<file path="config.mk">
export PLATFORM = sky130hd
export DESIGN_NAME = multi_data_sync
export DESIGN_NICKNAME = d
export VERILOG_FILES = /design/src/rtl/multi_data_sync.sv
export SDC_FILE = /design/constraint.sdc
export NUM_CORES = 1
export LEC_CHECK = 0
export ABC_CLOCK_PERIOD_IN_PS = 1000
export BUFFER_PORTS_ARGS = -buffer_cell sky130_fd_sc_hd__buf_2
export CAP_MARGIN = 0
export CORE_MARGIN = 8
export CORE_UTILIZATION = 44
export CTS_CLUSTER_SIZE = 16
export DETAILED_ROUTE_END_ITERATION = 8
export PLACE_DENSITY = 0.76
export SYNTH_ARGS = -nofsm -noshare
export SYNTH_HDL_FRONTEND = slang
export SYNTH_SLANG_ARGS = --single-unit
</file>
<file path="constraint.sdc">
create_clock -name CLK -period 1 [get_ports CLK]
set_input_delay 0.2 -clock CLK [delete_from_list [all_inputs] [get_ports CLK]]
set_output_delay 0.2 -clock CLK [all_outputs]
set_load 0.02 [all_outputs]
</file>
<file path="src/rtl/multi_data_sync.sv">
// Multi-channel enable-qualified bus synchronizer: the per-channel enable is
// synchronized, and the data slice is captured once per enable event.
module multi_data_sync #(
  parameter int BUS_WIDTH   = 8,
  parameter int NUM_STAGES  = 2,
  parameter int NUM_CH      = 2,
  parameter int TOGGLE_MODE = 0
) (
  input  logic                        CLK,
  input  logic                        RST,
  input  logic [NUM_CH*BUS_WIDTH-1:0] unsync_bus,
  input  logic [NUM_CH-1:0]           bus_enable,
  input  logic [NUM_CH-1:0]           data_ack,
  output logic [NUM_CH*BUS_WIDTH-1:0] sync_bus,
  output logic [NUM_CH-1:0]           enable_pulse,
  output logic [NUM_CH-1:0]           data_valid,
  output logic [NUM_CH-1:0]           overrun
);

  logic [NUM_CH-1:0][NUM_STAGES-1:0] sync_q, sync_d;
  logic [NUM_CH-1:0]                 prev_en_q;
  logic [NUM_CH-1:0]                 sync_en;
  logic [NUM_CH-1:0]                 event_c;
  logic [NUM_CH-1:0]                 pulse_q, pulse_d;
  logic [NUM_CH-1:0]                 valid_q, valid_d;
  logic [NUM_CH-1:0]                 ovr_q, ovr_d;
  logic [NUM_CH*BUS_WIDTH-1:0]       bus_q, bus_d;

  for (genvar g = 0; g < NUM_CH; g++) begin : g_ch
    assign sync_en[g] = sync_q[g][NUM_STAGES-1];
    // Level mode reacts to rising edges only; toggle mode to either edge.
    if (TOGGLE_MODE != 0) begin : g_tgl
      assign event_c[g] = sync_en[g] ^ prev_en_q[g];
    end else begin : g_lvl
      assign event_c[g] = sync_en[g] & ~prev_en_q[g];
    end
  end

  always_comb begin
    sync_d  = sync_q;
    bus_d   = bus_q;
    pulse_d = '0;
    valid_d = valid_q;
    ovr_d   = ovr_q;
    for (int unsigned c = 0; c < NUM_CH; c++) begin
      sync_d[c] = {sync_q[c][NUM_STAGES-2:0], bus_enable[c]};
      if (event_c[c]) begin
        bus_d[c*BUS_WIDTH +: BUS_WIDTH] = unsync_bus[c*BUS_WIDTH +: BUS_WIDTH];
        pulse_d[c] = 1'b1;
        valid_d[c] = 1'b1;
      end else if (data_ack[c]) begin
        valid_d[c] = 1'b0;
      end
      // An ack always clears overrun, even when a capture would overrun.
      if (data_ack[c]) begin
        ovr_d[c] = 1'b0;
      end else if (event_c[c] && valid_q[c]) begin
        ovr_d[c] = 1'b1;
      end
    end
  end

  always_ff @(posedge CLK) begin
    if (RST) begin
      sync_q    <= '0;
      prev_en_q <= '0;
      bus_q     <= '0;
      pulse_q   <= '0;
      valid_q   <= '0;
      ovr_q     <= '0;
    end else begin
      sync_q    <= sync_d;
      prev_en_q <= sync_en;
      bus_q     <= bus_d;
      pulse_q   <= pulse_d;
      valid_q   <= valid_d;
      ovr_q     <= ovr_d;
    end
  end

  assign sync_bus     = bus_q;
  assign enable_pulse = pulse_q;
  assign data_valid   = valid_q;
  assign overrun      = ovr_q;

endmodule

</file>
==> flow_results.xml, run 1 <==
<?xml version="1.0" encoding="UTF-8"?>
<metrics>
  <group name="run_status">
    <metric name="outcome" unit="">finished, violations left</metric>
    <metric name="violations" unit="">setup timing</metric>
  </group>
  <group name="pwr">
    <metric name="p_leak" unit="uW">0.0006293</metric>
    <metric name="power.sequential.fraction" unit="">0.547</metric>
    <metric name="power.share.switching" unit="">0.2204</metric>
    <metric name="power_density" unit="nW/um^2">1478</metric>
    <metric name="power.internal" unit="uW">1693</metric>
    <metric name="p_switching" unit="uW">478.5</metric>
    <metric name="irDropWorstVdd" unit="mV">0.8289</metric>
    <metric name="power_frac_clock" unit="">0.341</metric>
    <metric name="combinationalPowerShare" unit="">0.112</metric>
  </group>
  <group name="floorplanning">
    <metric name="initial_core_util" unit="">0.4697</metric>
    <metric name="fp.dieArea" unit="sq um">3843</metric>
    <metric name="row_count" unit="">16</metric>
    <metric name="floorplan.die.width" unit="um">62.00</metric>
    <metric name="core-area" unit="sq um">1982</metric>
    <metric name="dieHeight" unit="um">62.00</metric>
    <metric name="pin_count" unit="">44</metric>
  </group>
  <group name="drt">
    <metric name="detail-route-antenna-nets" unit="">0</metric>
    <metric name="detail_route.first_pass.iterations" unit="">5</metric>
    <metric name="detailroute.via_count" unit="">846</metric>
    <metric name="post-route-drc-count" unit="">0</metric>
    <metric name="drt_iter0_markers" unit="">23</metric>
    <metric name="vias_per_cell" unit="">4.648</metric>
    <metric name="routed_wire_length_per_instance" unit="um">14.35</metric>
    <metric name="postRouteWirelength" unit="um">2611</metric>
  </group>
  <group name="clocking">
    <metric name="clkSinkCount" unit="">28</metric>
    <metric name="clock_pin_slew_on_the_worst_setup_and_hold_paths" unit="ns">0.16</metric>
    <metric name="cts_buf_count" unit="">3</metric>
    <metric name="tritoncts" unit="">done</metric>
    <metric name="cts_root_buf" unit="">sky130_fd_sc_hd__clkbuf_4</metric>
    <metric name="clock_insertion_delay_at_the_later_pin_of_the_skew_report" unit="ns">0.33</metric>
    <metric name="longest_clk_path_bufs" unit="">2</metric>
    <metric name="h-tree-depth" unit="">1</metric>
  </group>
  <group name="critical_path">
    <metric name="ff2ff_path_depth" unit="">3</metric>
    <metric name="cp_data_required_time" unit="ns">0.80</metric>
    <metric name="crit_path_max_fanout" unit="">3</metric>
    <metric name="timing.critical_path.depth" unit="">1</metric>
    <metric name="start_kind" unit="">flip-flop</metric>
    <metric name="worstPathCellList" unit="">buf_6</metric>
    <metric name="endpoint_kind" unit="">output pin</metric>
    <metric name="critPathArrivalTime" unit="ns">0.82</metric>
    <metric name="criticalPathCategory" unit="">flip-flop to output pin</metric>
    <metric name="crit_buf_inv" unit="">1</metric>
    <metric name="critPathSlowestCell" unit="">sky130_fd_sc_hd__dfxtp_2</metric>
    <metric name="crit_path_leading_delay_family" unit="">flip-flops</metric>
    <metric name="critical_path.max_stage_delay" unit="ns">0.38</metric>
  </group>
  <group name="synthesis">
    <metric name="synth_enable_flop_cells" unit="">0</metric>
    <metric name="most_numerous_cell_in_the_yosys_netlist" unit="">sky130_fd_sc_hd__nand2_1</metric>
    <metric name="synth.area.top_cells" unit="">sky130_fd_sc_hd__dfxtp_1 (60%), sky130_fd_sc_hd__nand2_1 (13%), sky130_fd_sc_hd__a21oi_1 (11%)</metric>
    <metric name="synth_fp_nets" unit="">125</metric>
    <metric name="yosysTopAreaCellShare" unit="">0.6022</metric>
    <metric name="yosys_register_bits" unit="">28</metric>
    <metric name="ys_top_cells_by_count" unit="">sky130_fd_sc_hd__nand2_1 (32), sky130_fd_sc_hd__dfxtp_1 (28), sky130_fd_sc_hd__a21oi_1 (20), sky130_fd_sc_hd__nor2b_1 (6), sky130_fd_sc_hd__nand2b_1 (4)</metric>
    <metric name="avgSynthCellArea" unit="sq um">9.038</metric>
    <metric name="yosysSeqAreaShare" unit="">0.6022</metric>
    <metric name="synth.largest_area_cell" unit="">sky130_fd_sc_hd__dfxtp_1</metric>
    <metric name="syn_area" unit="sq um">930.9</metric>
    <metric name="ys_types" unit="">11</metric>
    <metric name="synthCells" unit="">103</metric>
    <metric name="async_flop_share" unit="">0</metric>
    <metric name="ys_warn_count" unit="">0</metric>
    <metric name="synth_flop_cell" unit="">sky130_fd_sc_hd__dfxtp_1</metric>
  </group>
  <group name="timing">
    <metric name="finalClockSkew" unit="ns">0.01397</metric>
    <metric name="layout_worst_path_cycle_share" unit="">1.024</metric>
    <metric name="min_period" unit="ns">1.024</metric>
    <metric name="final_setup_violating_endpoints" unit="">15</metric>
    <metric name="unrepaired_setup_endpoints_after_global_routing" unit="">true</metric>
    <metric name="timing_hold_violations_final" unit="">0</metric>
    <metric name="worstMarginPinSlew" unit="ns">0.2043</metric>
    <metric name="worst_slew_margin_rel" unit="">0.8632</metric>
    <metric name="fmax" unit="MHz">976.9</metric>
    <metric name="final-max-slew-violation-count" unit="">0</metric>
    <metric name="setup_ws" unit="ns">-0.02368</metric>
  </group>
  <group name="finish">
    <metric name="num_antenna_cells" unit="">0</metric>
    <metric name="count_of_non_filler_cells_in_the_finished_layout" unit="">182</metric>
    <metric name="layout-drive-gt1-share" unit="">0.5613</metric>
    <metric name="nets" unit="">178</metric>
    <metric name="syn_to_final_growth" unit="%">57.80</metric>
  </group>
  <group name="global_routing">
    <metric name="track_usage" unit="">0.1253</metric>
    <metric name="grt_pass1_vias" unit="">814</metric>
    <metric name="grt_max_degree" unit="">17</metric>
    <metric name="gr-total-overflow" unit="">0</metric>
    <metric name="grt_first_pass_wirelength" unit="um">3594</metric>
    <metric name="antenna_found_initial" unit="">0</metric>
  </group>
  <group name="min_path">
    <metric name="worstHoldPathType" unit="">input pin to flip-flop</metric>
    <metric name="worst_hold_path.num_cells" unit="">2</metric>
  </group>
  <group name="placement">
    <metric name="dp_cells" unit="">168</metric>
    <metric name="gp_routability_congestion" unit="">0.6913</metric>
    <metric name="place.port_buffers" unit="">43</metric>
    <metric name="post-place-ws" unit="ns">0.00004108</metric>
    <metric name="detailed_place_hpwl" unit="um">1572</metric>
  </group>
  <group name="run">
    <metric name="max_cap_violation_count" unit="">0</metric>
  </group>
</metrics>
==> stage by stage <==
stage / instance area (sq um) / utilization / hold WS (ns) / TNS, ns / power [uW]
after floorplan: 930.9 / - / 0.2768 / 0 / 1303
final: 1469 / 0.7412 / 0.02669 / -0.1938 / 2171
after global placement: 1142 / 0.5764 / 0.3754 / 0 / 1372
after detailed placement: 1142 / 0.5764 / 0.3766 / 0 / 1377
after CTS: 1376 / 0.6944 / 0.007788 / -0.09517 / 2131
after global routing: 1469 / 0.7412 / 0.003850 / -1.025 / 2247
==> area by class of cell <==
type | instances | area, sq um
multi-input combinational | 70 | 360.3
sequential | 28 | 591.8
fill | 128 | 513.0
clock inverter | 1 | 30.03
timing repair buffer | 53 | 430.4
tap | 27 | 33.78
clock buffer | 3 | 22.52
==> flip-flops by register name, summed over array words and instances, names as in the netlist <==
name,count
sync_en,2
overrun,2
sync_bus,16
sync_d,2
data_valid,2
enable_pulse,2
prev_en_q,2
==> timing repair <==
item	in CTS	in global routing
cloned	0	2
hold buffers	0	1
setup endpoints to repair	29	33
setup buffers	1	6
hold endpoints to repair	0	1
gates resized for setup	67	8
==> kinds of logic (layout without fill, tap and decap cells) <==
kind of cell / after synthesis / count (layout) / share of synthesized area
AOI/OAI and AO/OA: 20 / 20 / 0.1075
and+or+nand+nor: 48 / 50 / 0.2339
DFF: 28 / 28 / 0.6022
buffers and inverters: 7 / 57 / 0.05644
==> worst reg2reg max path: cells and delay by family (launching register included) <==
family | cells | cell delay, ns
flip-flops | 1 | 0.45
AND/OR/NAND/NOR | 2 | 0.30
AO/OA/AOI/OAI | 1 | 0.16
==> per-layer routing <==
| metal | track usage | up-vias | share of wire |
|---|---|---|---|
| met5 | 0 | - | 0 |
| met4 | 0.05844 | 0 | 0.0057 |
| met3 | 0.03704 | 2 | 0.083 |
| met2 | 0.2286 | 31 | 0.52 |
| met1 | 0.1269 | 379 | 0.39 |
| li1 | - | 434 | - |
==> power by group through the flow <==
stage | registers (uW) | clock network [uW] | logic [uW]
CTS | 1180 | 731 | 219
floorplan | 1230 | 0 | 76.9
finish | 1190 | 741 | 244
global route | 1190 | 792 | 262
detailed placement | 1190 | 0 | 183
global placement | 1190 | 0 | 180
==> cells in the final DEF, fill, tap and decap left out, drive strengths merged <==
master and instances:
nor3 2, dlygate4sd3 1, buf 52, dfxtp 28, nand2b 4, a21oi 20, bufinv 1, nor2b 10
nand2 32, clkbuf 3, nor2 2
==> final timing paths <==
kind                 start       endpoint  slack [ns]
min reg2reg      sync_d[1]     sync_en[0]        0.44
min            data_ack[1]     overrun[1]        0.03
max          data_valid[0]  data_valid[0]       -0.02
max reg2reg   prev_en_q[0]    sync_bus[6]        0.03
(Power assumes the default switching activity.)
==> inputs of run 2 (changes only) <==
- ABC_CLOCK_PERIOD_IN_PS: 1000 -> 1350
- CELL_PAD_IN_SITES_DETAIL_PLACEMENT: unset -> 0
- CELL_PAD_IN_SITES_GLOBAL_PLACEMENT: unset -> 1
- CORE_ASPECT_RATIO: unset -> 0.6
- CORE_UTILIZATION: 44 -> 34
- PLACE_DENSITY: 0.76 -> unset
- PLACE_DENSITY_LB_ADDON: unset -> 0.1
- clock period: 1 -> 1.35 ns (I/O delays scaled with it)
==> flow_results.xml, run 2 (synthesis results as in run 1) <==
<?xml version="1.0" encoding="UTF-8"?>
<metrics>
  <group name="floorplanning">
    <metric name="row_count" unit="">14</metric>
    <metric name="floorplan.die.width" unit="um">83.55</metric>
    <metric name="initial_core_util" unit="">0.3640</metric>
    <metric name="fp.dieArea" unit="sq um">4723</metric>
    <metric name="core-area" unit="sq um">2557</metric>
    <metric name="pin_count" unit="">44</metric>
    <metric name="dieHeight" unit="um">56.53</metric>
  </group>
  <group name="drt">
    <metric name="wl_met3" unit="um">143</metric>
    <metric name="detail_route.first_pass.iterations" unit="">4</metric>
    <metric name="top_layer_used" unit="">met4</metric>
    <metric name="routed_length_on_met1" unit="um">1146</metric>
    <metric name="vias_per_cell" unit="">4.469</metric>
    <metric name="postRouteWirelength" unit="um">2267</metric>
    <metric name="detailroute.via_count" unit="">782</metric>
    <metric name="routed_wire_length_per_instance" unit="um">12.95</metric>
    <metric name="detail-route-antenna-nets" unit="">0</metric>
    <metric name="wl_met2" unit="um">950</metric>
    <metric name="post-route-drc-count" unit="">0</metric>
    <metric name="drt_iter0_markers" unit="">30</metric>
  </group>
  <group name="critical_path">
    <metric name="timing.critical_path.depth" unit="">3</metric>
    <metric name="criticalPathCategory" unit="">flip-flop to flip-flop</metric>
    <metric name="crit_buf_inv" unit="">0</metric>
    <metric name="crit_start" unit="">sync_en[0]</metric>
    <metric name="endpoint_kind" unit="">flip-flop</metric>
    <metric name="crit_path_max_fanout" unit="">9</metric>
    <metric name="reg2reg_to" unit="">overrun[0]</metric>
    <metric name="worst-r2r-setup-slack" unit="ns">0.24</metric>
    <metric name="cp_data_required_time" unit="ns">1.55</metric>
    <metric name="ff2ff_path_depth" unit="">3</metric>
    <metric name="start_kind" unit="">flip-flop</metric>
    <metric name="critPathArrivalTime" unit="ns">1.31</metric>
    <metric name="worstPathCellList" unit="">nor2b_2, a21oi_1, nor3_1</metric>
    <metric name="critical_path.max_stage_delay" unit="ns">0.40</metric>
    <metric name="crit_path_leading_delay_family" unit="">simple AND/OR/NAND/NOR gates</metric>
    <metric name="critical_path.endpoint" unit="">overrun[0]</metric>
    <metric name="critPathSlowestCell" unit="">sky130_fd_sc_hd__nor2b_2</metric>
    <metric name="critical_path.reg2reg.startpoint" unit="">sync_en[0]</metric>
  </group>
  <group name="timing">
    <metric name="timing_hold_violations_final" unit="">0</metric>
    <metric name="final_setup_violating_endpoints" unit="">0</metric>
    <metric name="worstMarginPinSlew" unit="ns">0.5098</metric>
    <metric name="finalClockSkew" unit="ns">0.01005</metric>
    <metric name="setup_ws" unit="ns">0.2359</metric>
    <metric name="fmax" unit="MHz">897.6</metric>
    <metric name="final-max-slew-violation-count" unit="">0</metric>
    <metric name="unrepaired_setup_endpoints_after_global_routing" unit="">false</metric>
    <metric name="layout_worst_path_cycle_share" unit="">0.8253</metric>
    <metric name="fin_setup_tns" unit="ns">0</metric>
    <metric name="min_period" unit="ns">1.114</metric>
    <metric name="worst_slew_margin_rel" unit="">0.6602</metric>
  </group>
  <group name="clocking">
    <metric name="cts_buf_count" unit="">3</metric>
    <metric name="clock_pin_slew_on_the_worst_setup_and_hold_paths" unit="ns">0.10</metric>
    <metric name="tritoncts" unit="">done</metric>
    <metric name="longest_clk_path_bufs" unit="">2</metric>
    <metric name="h-tree-depth" unit="">1</metric>
    <metric name="cts_resized" unit="">0</metric>
    <metric name="cts_root_buf" unit="">sky130_fd_sc_hd__clkbuf_8</metric>
    <metric name="clkSinkCount" unit="">28</metric>
    <metric name="postCtsSetupRepairBufs" unit="">0</metric>
    <metric name="clock_insertion_delay_at_the_later_pin_of_the_skew_report" unit="ns">0.28</metric>
    <metric name="hold_buffers" unit="">0</metric>
  </group>
  <group name="placement">
    <metric name="place.port_buffers" unit="">43</metric>
    <metric name="post-place-ws" unit="ns">0.2449</metric>
    <metric name="placement.cell_area" unit="sq um">1134</metric>
    <metric name="detailed_place_hpwl" unit="um">1626</metric>
    <metric name="gp_routability_congestion" unit="">0.6612</metric>
  </group>
  <group name="pwr">
    <metric name="power" unit="uW">1652</metric>
    <metric name="power_density" unit="nW/um^2">1371</metric>
    <metric name="p_leak" unit="uW">0.0005450</metric>
    <metric name="irDropWorstVdd" unit="mV">0.4291</metric>
  </group>
  <group name="finish">
    <metric name="flip_flop_count_of_the_largest_register_all_copies_and_words_added" unit="">16</metric>
    <metric name="num_antenna_cells" unit="">0</metric>
    <metric name="mostFrequentLayoutCell" unit="">sky130_fd_sc_hd__buf_2</metric>
    <metric name="final_cell_mix" unit="">sky130_fd_sc_hd__buf_2 (43), sky130_fd_sc_hd__nand2_1 (32), sky130_fd_sc_hd__dfxtp_1 (28), sky130_fd_sc_hd__a21oi_1 (20), sky130_fd_sc_hd__nor2b_1 (6)</metric>
    <metric name="nets" unit="">166</metric>
    <metric name="layout-drive-gt1-share" unit="">0.3427</metric>
    <metric name="final_design_area_no_fill" unit="sq um">1205</metric>
    <metric name="syn_to_final_growth" unit="%">29.44</metric>
  </group>
  <group name="run">
    <metric name="max_cap_violation_count" unit="">0</metric>
  </group>
  <group name="run_status">
    <metric name="outcome" unit="">finished, final reports clean</metric>
  </group>
  <group name="global_routing">
    <metric name="grt_max_degree" unit="">29</metric>
    <metric name="track_usage" unit="">0.09614</metric>
    <metric name="gr-total-overflow" unit="">0</metric>
    <metric name="grt_first_pass_wirelength" unit="um">3767</metric>
    <metric name="grt_pass1_vias" unit="">808</metric>
    <metric name="antenna_found_initial" unit="">0</metric>
  </group>
  <group name="min_path">
    <metric name="worstHoldPathType" unit="">input pin to flip-flop</metric>
  </group>
</metrics>
run 2: worst min path at each step:
stage	from	end	slack (ns)	depth (start not counted)
after floorplan	data_ack[0]	overrun[0]	0.35	1
after global placement	sync_bus[1]	sync_bus[1]	0.44	2
after detailed placement	sync_bus[5]	sync_bus[5]	0.44	2
after CTS	data_ack[1]	overrun[1]	0.15	2
after global routing	data_ack[0]	overrun[0]	0.16	2
final	data_ack[1]	overrun[1]	0.15	2
run 2: through the flow:
stage,instances,utilization,hold slack [ns]
2_1_floorplan,103,-,0.3468
3_3_place_gp,171,0.4432,0.4395
3_5_place_dp,171,0.4432,0.4433
4_1_cts,175,0.4711,0.1507
5_1_grt,175,0.4711,0.1586
6_report,175,0.4711,0.1532
run 2: per-layer routing:
metal  GRT usage  up-vias
met5           0        -
met1      0.1131      351
met2      0.1490       23
li1            -      406
met4     0.02934        0
met3     0.04892        2
run 2: power by group:
part | switching (uW) | internal [uW] | leakage, uW
logic | 79.5 | 53.1 | 0.000281
clock network | 257 | 397 | 0.0000357
registers | 12.8 | 853 | 0.000228
total | 349 | 1300 | 0.000545
run 2: final cells by class:
type                       count  area (sq um)
tap                           32         40.04
clock inverter                 1         30.03
fill                         243          1353
multi-input combinational     68         317.8
sequential                    28         560.5
timing repair buffer          43         215.2
clock buffer                   3         41.29
run 2: worst register-to-register path, delay by kind of cell, from the launching register on:
| family | cells | cell delay (ns) |
|---|---|---|
| DFF | 1 | 0.36 |
| AOI/OAI and AO/OA | 1 | 0.12 |
| and+or+nand+nor | 2 | 0.57 |
